File: config.mk
export PLATFORM = sky130hd
export DESIGN_NAME = halfband_seq_ctrl
export DESIGN_NICKNAME = d
export VERILOG_FILES = /design/src/rtl/halfband_seq_ctrl.sv
export SDC_FILE = /design/constraint.sdc
export NUM_CORES = 1
export LEC_CHECK = 0
export BUFFER_PORTS_ARGS = -buffer_cell sky130_fd_sc_hd__clkbuf_2
export CAP_MARGIN = 0
export CORE_MARGIN = 1
export CORE_UTILIZATION = 30
export DETAILED_ROUTE_END_ITERATION = 10
export PLACE_DENSITY = 0.52
export REMOVE_ABC_BUFFERS = 1
export SLEW_MARGIN = 40
export SYNTH_ARGS = -nofsm -noshare
export SYNTH_HDL_FRONTEND = slang
export SYNTH_SLANG_ARGS = --single-unit
export TNS_END_PERCENT = 100
File: constraint.sdc
create_clock -name clock -period 5.5 [get_ports clock]
set_input_delay 0.275 -clock clock [delete_from_list [all_inputs] [get_ports clock]]
set_output_delay 0.275 -clock clock [all_outputs]
set_load 0.1 [all_outputs]
File: src/rtl/halfband_seq_ctrl.sv
// Sequencer for a shared-MAC halfband decimator: owns the sample RAM write pointer,
// counts decimation strobes and issues 8 symmetric pair ops plus one centre op per output.
module halfband_seq_ctrl #(
  parameter int DECIM   = 1,
  parameter int RATE    = 2,
  parameter int MAC_LAT = 3
) (
  input  logic       clock,
  input  logic       reset_n,
  input  logic       enable,
  input  logic       strobe_in,
  input  logic       clear_overrun,
  output logic       wr_en,
  output logic [4:0] wr_addr,
  output logic [4:0] rd_addr_a,
  output logic [4:0] rd_addr_b,
  output logic [3:0] coeff_idx,
  output logic       pair_en,
  output logic       mac_valid,
  output logic       mac_clear,
  output logic       mac_last,
  output logic       strobe_out,
  output logic       busy,
  output logic       overrun,
  output logic [1:0] state_dbg
);

  // Handshake: strobe_in is a single-cycle qualifier (no backpressure); each MAC op is
  // valid for exactly the cycle mac_valid is high, and strobe_out marks the one cycle
  // the accumulator result may be taken.
  typedef enum logic [1:0] {IDLE, PAIR, CENTER, DRAIN} state_t;

  localparam logic [7:0] RATE_M1 = 8'(RATE - 1);
  localparam logic [2:0] LAT_M1  = 3'(MAC_LAT - 1);

  state_t     state;
  logic [4:0] wptr;
  logic [4:0] base;
  logic [4:0] base_next;
  logic [7:0] count;
  logic       pending;
  logic [2:0] j;
  logic [2:0] dcnt;

  logic       trigger;
  logic       drain_last;
  logic       launch;
  logic [4:0] launch_base;
  logic [2:0] jn;
  logic [4:0] jn2;

  assign wr_en     = enable & strobe_in;
  assign wr_addr   = wptr;
  assign state_dbg = state;

  assign trigger     = wr_en && ((DECIM == 0) || (count == RATE_M1));
  assign drain_last  = (state == DRAIN) && (dcnt == LAT_M1);
  // A trigger landing on the final drain cycle starts directly, skipping the IDLE hop.
  assign launch      = ((state == IDLE) && pending) || (drain_last && (pending || trigger));
  assign launch_base = pending ? base_next : wptr;
  assign jn          = j + 3'd1;
  assign jn2         = {1'b0, jn, 1'b0};

  always_ff @(posedge clock or negedge reset_n) begin
    if (!reset_n) begin
      state      <= IDLE;
      wptr       <= '0;
      base       <= '0;
      base_next  <= '0;
      count      <= '0;
      pending    <= 1'b0;
      j          <= '0;
      dcnt       <= '0;
      rd_addr_a  <= '0;
      rd_addr_b  <= '0;
      coeff_idx  <= '0;
      pair_en    <= 1'b0;
      mac_valid  <= 1'b0;
      mac_clear  <= 1'b0;
      mac_last   <= 1'b0;
      strobe_out <= 1'b0;
      busy       <= 1'b0;
      overrun    <= 1'b0;
    end else begin
      if (wr_en) wptr <= wptr + 5'd1;
      if (!enable) begin
        state      <= IDLE;
        pending    <= 1'b0;
        count      <= '0;
        pair_en    <= 1'b0;
        mac_valid  <= 1'b0;
        mac_clear  <= 1'b0;
        mac_last   <= 1'b0;
        strobe_out <= 1'b0;
        busy       <= 1'b0;
      end else begin
        if (strobe_in) count <= trigger ? 8'd0 : count + 8'd1;
        pair_en    <= 1'b0;
        mac_valid  <= 1'b0;
        mac_clear  <= 1'b0;
        mac_last   <= 1'b0;
        strobe_out <= 1'b0;

        // A fresh overrun is written after the clear so that set wins.
        if (clear_overrun) overrun <= 1'b0;
        if (launch) begin
          pending <= pending && trigger;
          if (pending && trigger) base_next <= wptr;
        end else if (trigger) begin
          if (pending) begin
            overrun <= 1'b1;
          end else begin
            pending   <= 1'b1;
            base_next <= wptr;
          end
        end

        if (launch) begin
          state     <= PAIR;
          j         <= '0;
          base      <= launch_base;
          rd_addr_a <= launch_base;
          rd_addr_b <= launch_base + 5'd2;
          coeff_idx <= 4'd0;
          pair_en   <= 1'b1;
          mac_valid <= 1'b1;
          mac_clear <= 1'b1;
          busy      <= 1'b1;
        end else begin
          case (state)
            PAIR: begin
              mac_valid <= 1'b1;
              if (j == 3'd7) begin
                state     <= CENTER;
                rd_addr_a <= base - 5'd15;
                coeff_idx <= 4'd8;
                mac_last  <= 1'b1;
              end else begin
                j         <= jn;
                rd_addr_a <= base - jn2;
                rd_addr_b <= base + 5'd2 + jn2;
                coeff_idx <= {1'b0, jn};
                pair_en   <= 1'b1;
              end
            end
            CENTER: begin
              state      <= DRAIN;
              dcnt       <= '0;
              strobe_out <= (MAC_LAT == 1);
            end
            DRAIN: begin
              if (drain_last) begin
                state <= IDLE;
                busy  <= 1'b0;
              end else begin
                dcnt       <= dcnt + 3'd1;
                strobe_out <= ((dcnt + 3'd1) == LAT_M1);
              end
            end
            default: ;
          endcase
        end
      end
    end
  end

endmodule
# == Yosys cells after proc, flatten, opt, wreduce, memory -nomap -nowiden ==
# Index checks and enable logic that the tools add are counted.
# op_classes
n_addsub,9
eq_ne,17
muxes,54
bitwise,2
reduce_logical,18
# op_table
cell,n
$mux 5,10
$mux 1,28
$mux 8,3
$mux 3,4
$mux 4,3
$add 5x2->5 const B,2
$reduce_and 3->1,3
$add 8x1->8 const B,1
$eq 8x1->1 const B,1
$mux 2,4
$ne 4x4->1 const B,2
$add 3x1->3 const B,2
$eq 3x2->1 const B,2
$ne 3x1->1 const B,2
$pmux 2 s3,1
$pmux 3 s2,1
$reduce_and 2->1,3
$reduce_bool 2->1,3
$add 5x1->5 const B,1
$add 5x4->5,1
$logic_and 1x1->1,5
$ne 5x1->1 const B,1
$sub 5x4->5,1
$sub 5x4->5 const B,1
11 further kinds,15
# totals
regBits,53
inputBits,5
word_cells,118

# == Logic depth before layout (Yosys ltp) ==
# depth
depth_word,7
mapped_depth,10

# == Worst setup path before layout ==
# OpenSTA, ideal clock, no wires.
# synth_path
kind,reg-to-reg
from,"register state[1], in the netlist state_dbg[1]"
to,register rd_addr_b[0]
arrival_time_ns,2.386
slack_ns,2.987
path_stages_with_launch,7
synth_period_minus_slack_ns,2.513
path_cell_list,dfrtp_1 -> nand4b_1 -> o31ai_1 -> and2_1 -> buf_6 -> a21oi_4 -> a221o_1
# synth_between
elab_chain_cells,6
elab_cells_between_ends,11
cone_classes,eq/ne (3); mux (1); reduce/logical (7)
# synth_lines
element,line,text
from (decl),36,state_t state;
from (signal assigned),66,state <= IDLE;
from (signal assigned),87,state <= IDLE;
from (signal assigned),119,state <= PAIR;
$eq 2x2->1,57,assign drain_last = (state == DRAIN) && (dcnt == LAT_M1);
$logic_and 1x1->1,57,
$logic_and 1x1->1,59,assign launch = ((state == IDLE) && pending) || (drain_last && (pending || trigger));
$logic_or 1x1->1,59,
$ne 2x2->1 (no line) / $reduce_bool 2->1 (equally long branches),--,
$reduce_and 3->1 (no line),--,
to (signal assigned),123,rd_addr_b <= launch_base + 5'd2;
to (signal assigned),141,rd_addr_b <= base + 5'd2 + jn2;
to (decl),16,"output logic [4:0] rd_addr_b,"
# Parallel ways exist; a longest one is shown, timed or not.
# A chain may end at the register's enable or synchronous reset.

# == Worst setup path after layout ==
# layout_path
from,register count[1]
to,register rd_addr_b[2]
# layout_between
elab_chain_cells,7
elab_cells_between_ends,9
cone_classes,eq/ne (2); mux (1); reduce/logical (6)
# layout_lines
element,line,text
from (decl),40,logic [7:0] count;
from (signal assigned),97,if (strobe_in) count <= trigger ? 8'd0 : count + 8'd1;
$eq 8x1->1 (*),56,assign trigger = wr_en && ((DECIM == 0) || (count == RATE_M1));
$logic_and 1x1->1 (*),56,
$logic_or 1x1->1 (*),59,
$logic_and 1x1->1 (*),59,
$logic_or 1x1->1 (*),59,
$ne 2x2->1 (no line) / $reduce_bool 2->1 (equally long branches),--,
$reduce_and 3->1 (no line),--,
# Every way passes the cells marked *; elsewhere a longest branch is shown, timed or not.

==> results.toml <==
[clock_network]
cts_tree = "built"
cts-root-buf = "clkbuf_8"
cts_resized = 0
clock_sink_count = 53
cts_setup_buffers = 0
cts.path.max_buffers = 2
cts_buffers = 5
htreeDepth = 2
cts.clk_slew.worst_paths_ns = 0.10
postCtsHoldBufs = 0
clk_latency_ns = 0.30

[drt]
ant_nets = 0
wl_um = 5830
drc = 0
drtIter0Drc = 62
first_pass_iters = 4
vias_per_cell = 4.67
wl_per_cell_um = 13.5
via_count = 2009

[final_layout]
instances_no_fill = 430
fin_area_um2 = 3280
n_antenna_cell = 0
nets = 326
area_growth_pct = 13.2
layout-drive-gt1-share = 0.186

[critical_path]
rr_startpoint = "count[1]$_DFFE_PN0P_"
crit_required_ns = 5.69
r2r_setup_slack_ns = 2.92
end_kind = "flip-flop"
r2r_cells = 7
crit_type = "reg -> reg"
arrival_ns = 2.77
reg2reg_to = "rd_addr_b[2]$_DFFE_PN0P_"
critPathLaunchType = "flip-flop"
cp_max_fo = 15

[place]
dp.cells = 423
gp_congestion = 0.777
dpl-instance-area_um2 = 3170
dp_hpwl_um = 4170
io_buffer_count = 33

[grt]
grt_overflow_total = 0
grt_max_degree = 54
grt_first_pass_wirelength_um = 9930
grt_pass1_vias = 1906
antenna_found_initial = 0
grt.total_usage = 0.125

[yosys]
yosys_most_used_dff = "dfrtp_1"
syn_inst = 270
synth-edff-count = 0
synth_top_area_frac = 0.457
synth.most_common_cell = "dfrtp_1"
synth_cell_types = 53
synth-seq-cells = 53
synth_area_um2 = 2900
synth_area_leader_cell = "dfrtp_1"
yosysSeqAreaShare = 0.457
netlist_top_cells_count = "dfrtp_1 (53), nand2_1 (25), inv_1 (21)"
ys_warn_count = 0
syn_area_per_cell_um2 = 10.7
synthTopCellsByArea = "dfrtp_1 (46%), ha_1 (7.8%), mux2i_1 (4.1%)"
ys_async_sr_fraction = 1.00

[power]
peakVddDrop_mv = 0.385
power.leakage_nw = 1.52
powerDensity_nw_per_um2 = 447
p_total_mw = 1.47

[floorplanning]
die_height_um = 100
die_x_um = 100
core_um2 = 9280
io_pins = 34
rows = 35
die_area_um2 = 10100
start_util = 0.313

[sta]
timing.final.crit_share = 0.469
slew_violations = 0
fmax_mhz = 388
finalSetupViolations = 0
fin_setup_tns_ns = 0
hold_slack_ns = 0.0676
grt_setup_unrepaired = "no"
relSlewSlack = 0.534
fin_skew_ns = 0.00834
hold_viol_final = 0
finalCriticalPeriod_ns = 2.58
worst_pin_slew_ns = 0.699

[job]
cap_violations = 0

[worst_hold_path]
hold_path_class = "in -> async"

[outcome]
status = "complete, no violations"
-- per-layer routing --
layer / part of all wire / vias to the layer above / routed length, um / global-route usage
met5: 0 / - / 0 / 0
met4: 0.0043 / 0 / 25 / 0.0234
met3: 0.032 / 2 / 188 / 0.0237
met2: 0.44 / 39 / 2580 / 0.193
met1: 0.52 / 965 / 3030 / 0.184
li1: - / 1003 / - / -
-- flip-flops by register name, indices dropped and copies added (netlist names) --
register    flops
base            5
base_next       5
busy            1
coeff_idx       4
count           8
dcnt            3
j               3
mac_clear       1
mac_last        1
mac_valid       1
overrun         1
pair_en         1
pending         1
rd_addr_a       5
rd_addr_b       5
state_dbg       2
strobe_out      1
wr_addr         5
-- report_power, final --
part / switching (mW) / leakage, nW / internal (mW)
logic: 0.521 / 0.782 / 0.155
clock network: 0.126 / 0.0540 / 0.133
registers: 0.0670 / 0.684 / 0.465
-- critical path, cell delays in order, from the launching register on --
cell,delay (ns)
dfrtp_1,0.43
inv_1,0.07
ha_1,0.12
or4b_4,0.47
o31ai_2,0.41
nand3_1,0.53
o32a_1,0.33
o21a_1,0.10
-- cells by family after synthesis --
family          synth area share
simple gates               0.128
compound gates             0.141
flops                      0.457
buf+inv                   0.0496
mux                       0.0841
fa+ha+maj                 0.0914
xor+xnor                  0.0483
-- area by class of cell --
type                    instances  area [um^2]
fillers                      1001         6000
multi-input cells             185         1440
flip-flops and latches         53         1330
repair buffers                 34          173
well taps                     129          161
inverters                      22         82.6
clock buffers                   5         68.8
clock inverters                 2         35.0
-- worst max path at each step --
| stage | end | from | slack (ns) | cells past startpoint |
|---|---|---|---|---|
| 2_1_floorplan | rd_addr_b[2]$_DFFE_PN0P_ | state_dbg[0]$_DFFE_PN0P_ | 2.78 | 5 |
| 3_3_place_gp | rd_addr_b[2]$_DFFE_PN0P_ | pending$_DFFE_PN0P_ | 2.97 | 5 |
| 3_5_place_dp | rd_addr_b[2]$_DFFE_PN0P_ | pending$_DFFE_PN0P_ | 2.91 | 5 |
| 4_1_cts | rd_addr_b[2]$_DFFE_PN0P_ | pending$_DFFE_PN0P_ | 2.88 | 5 |
| 5_1_grt | rd_addr_b[0]$_DFFE_PN0P_ | count[0]$_DFFE_PN0P_ | 2.74 | 6 |
| 6_report | rd_addr_b[2]$_DFFE_PN0P_ | count[1]$_DFFE_PN0P_ | 2.92 | 7 |
-- placed cells by master, fill, tap and decap left out, types with 2 or more instances in the layout --
master and n:
a21boi_0 5, a21o_1 3, a21oi_1 7, a22o_1 4
a31oi_1 2, and2_1 4, clkbuf_2 33, clkbuf_8 5
dfrtp_1 53, fa_1 2, ha_1 18, inv_1 21
mux2_1 6, mux2_2 5, mux2i_1 12, nand2_1 25
nand3_1 6, nand4_1 5, nor2_1 8, nor2b_1 8
nor3_1 5, o21ai_0 10, o21ai_1 3, o221a_1 2
o2bb2ai_1 3, o31ai_2 2, or3_1 3, xnor2_1 13
xor2_1 3
-- through the flow --
stage	util	setup slack, ns
floorplan	-	2.78
detailed placement	0.342	2.91
CTS	0.353	2.88
finish	0.354	2.92
global placement	0.342	2.97
global route	0.354	2.74
Power figures use the tool's default switching activity.
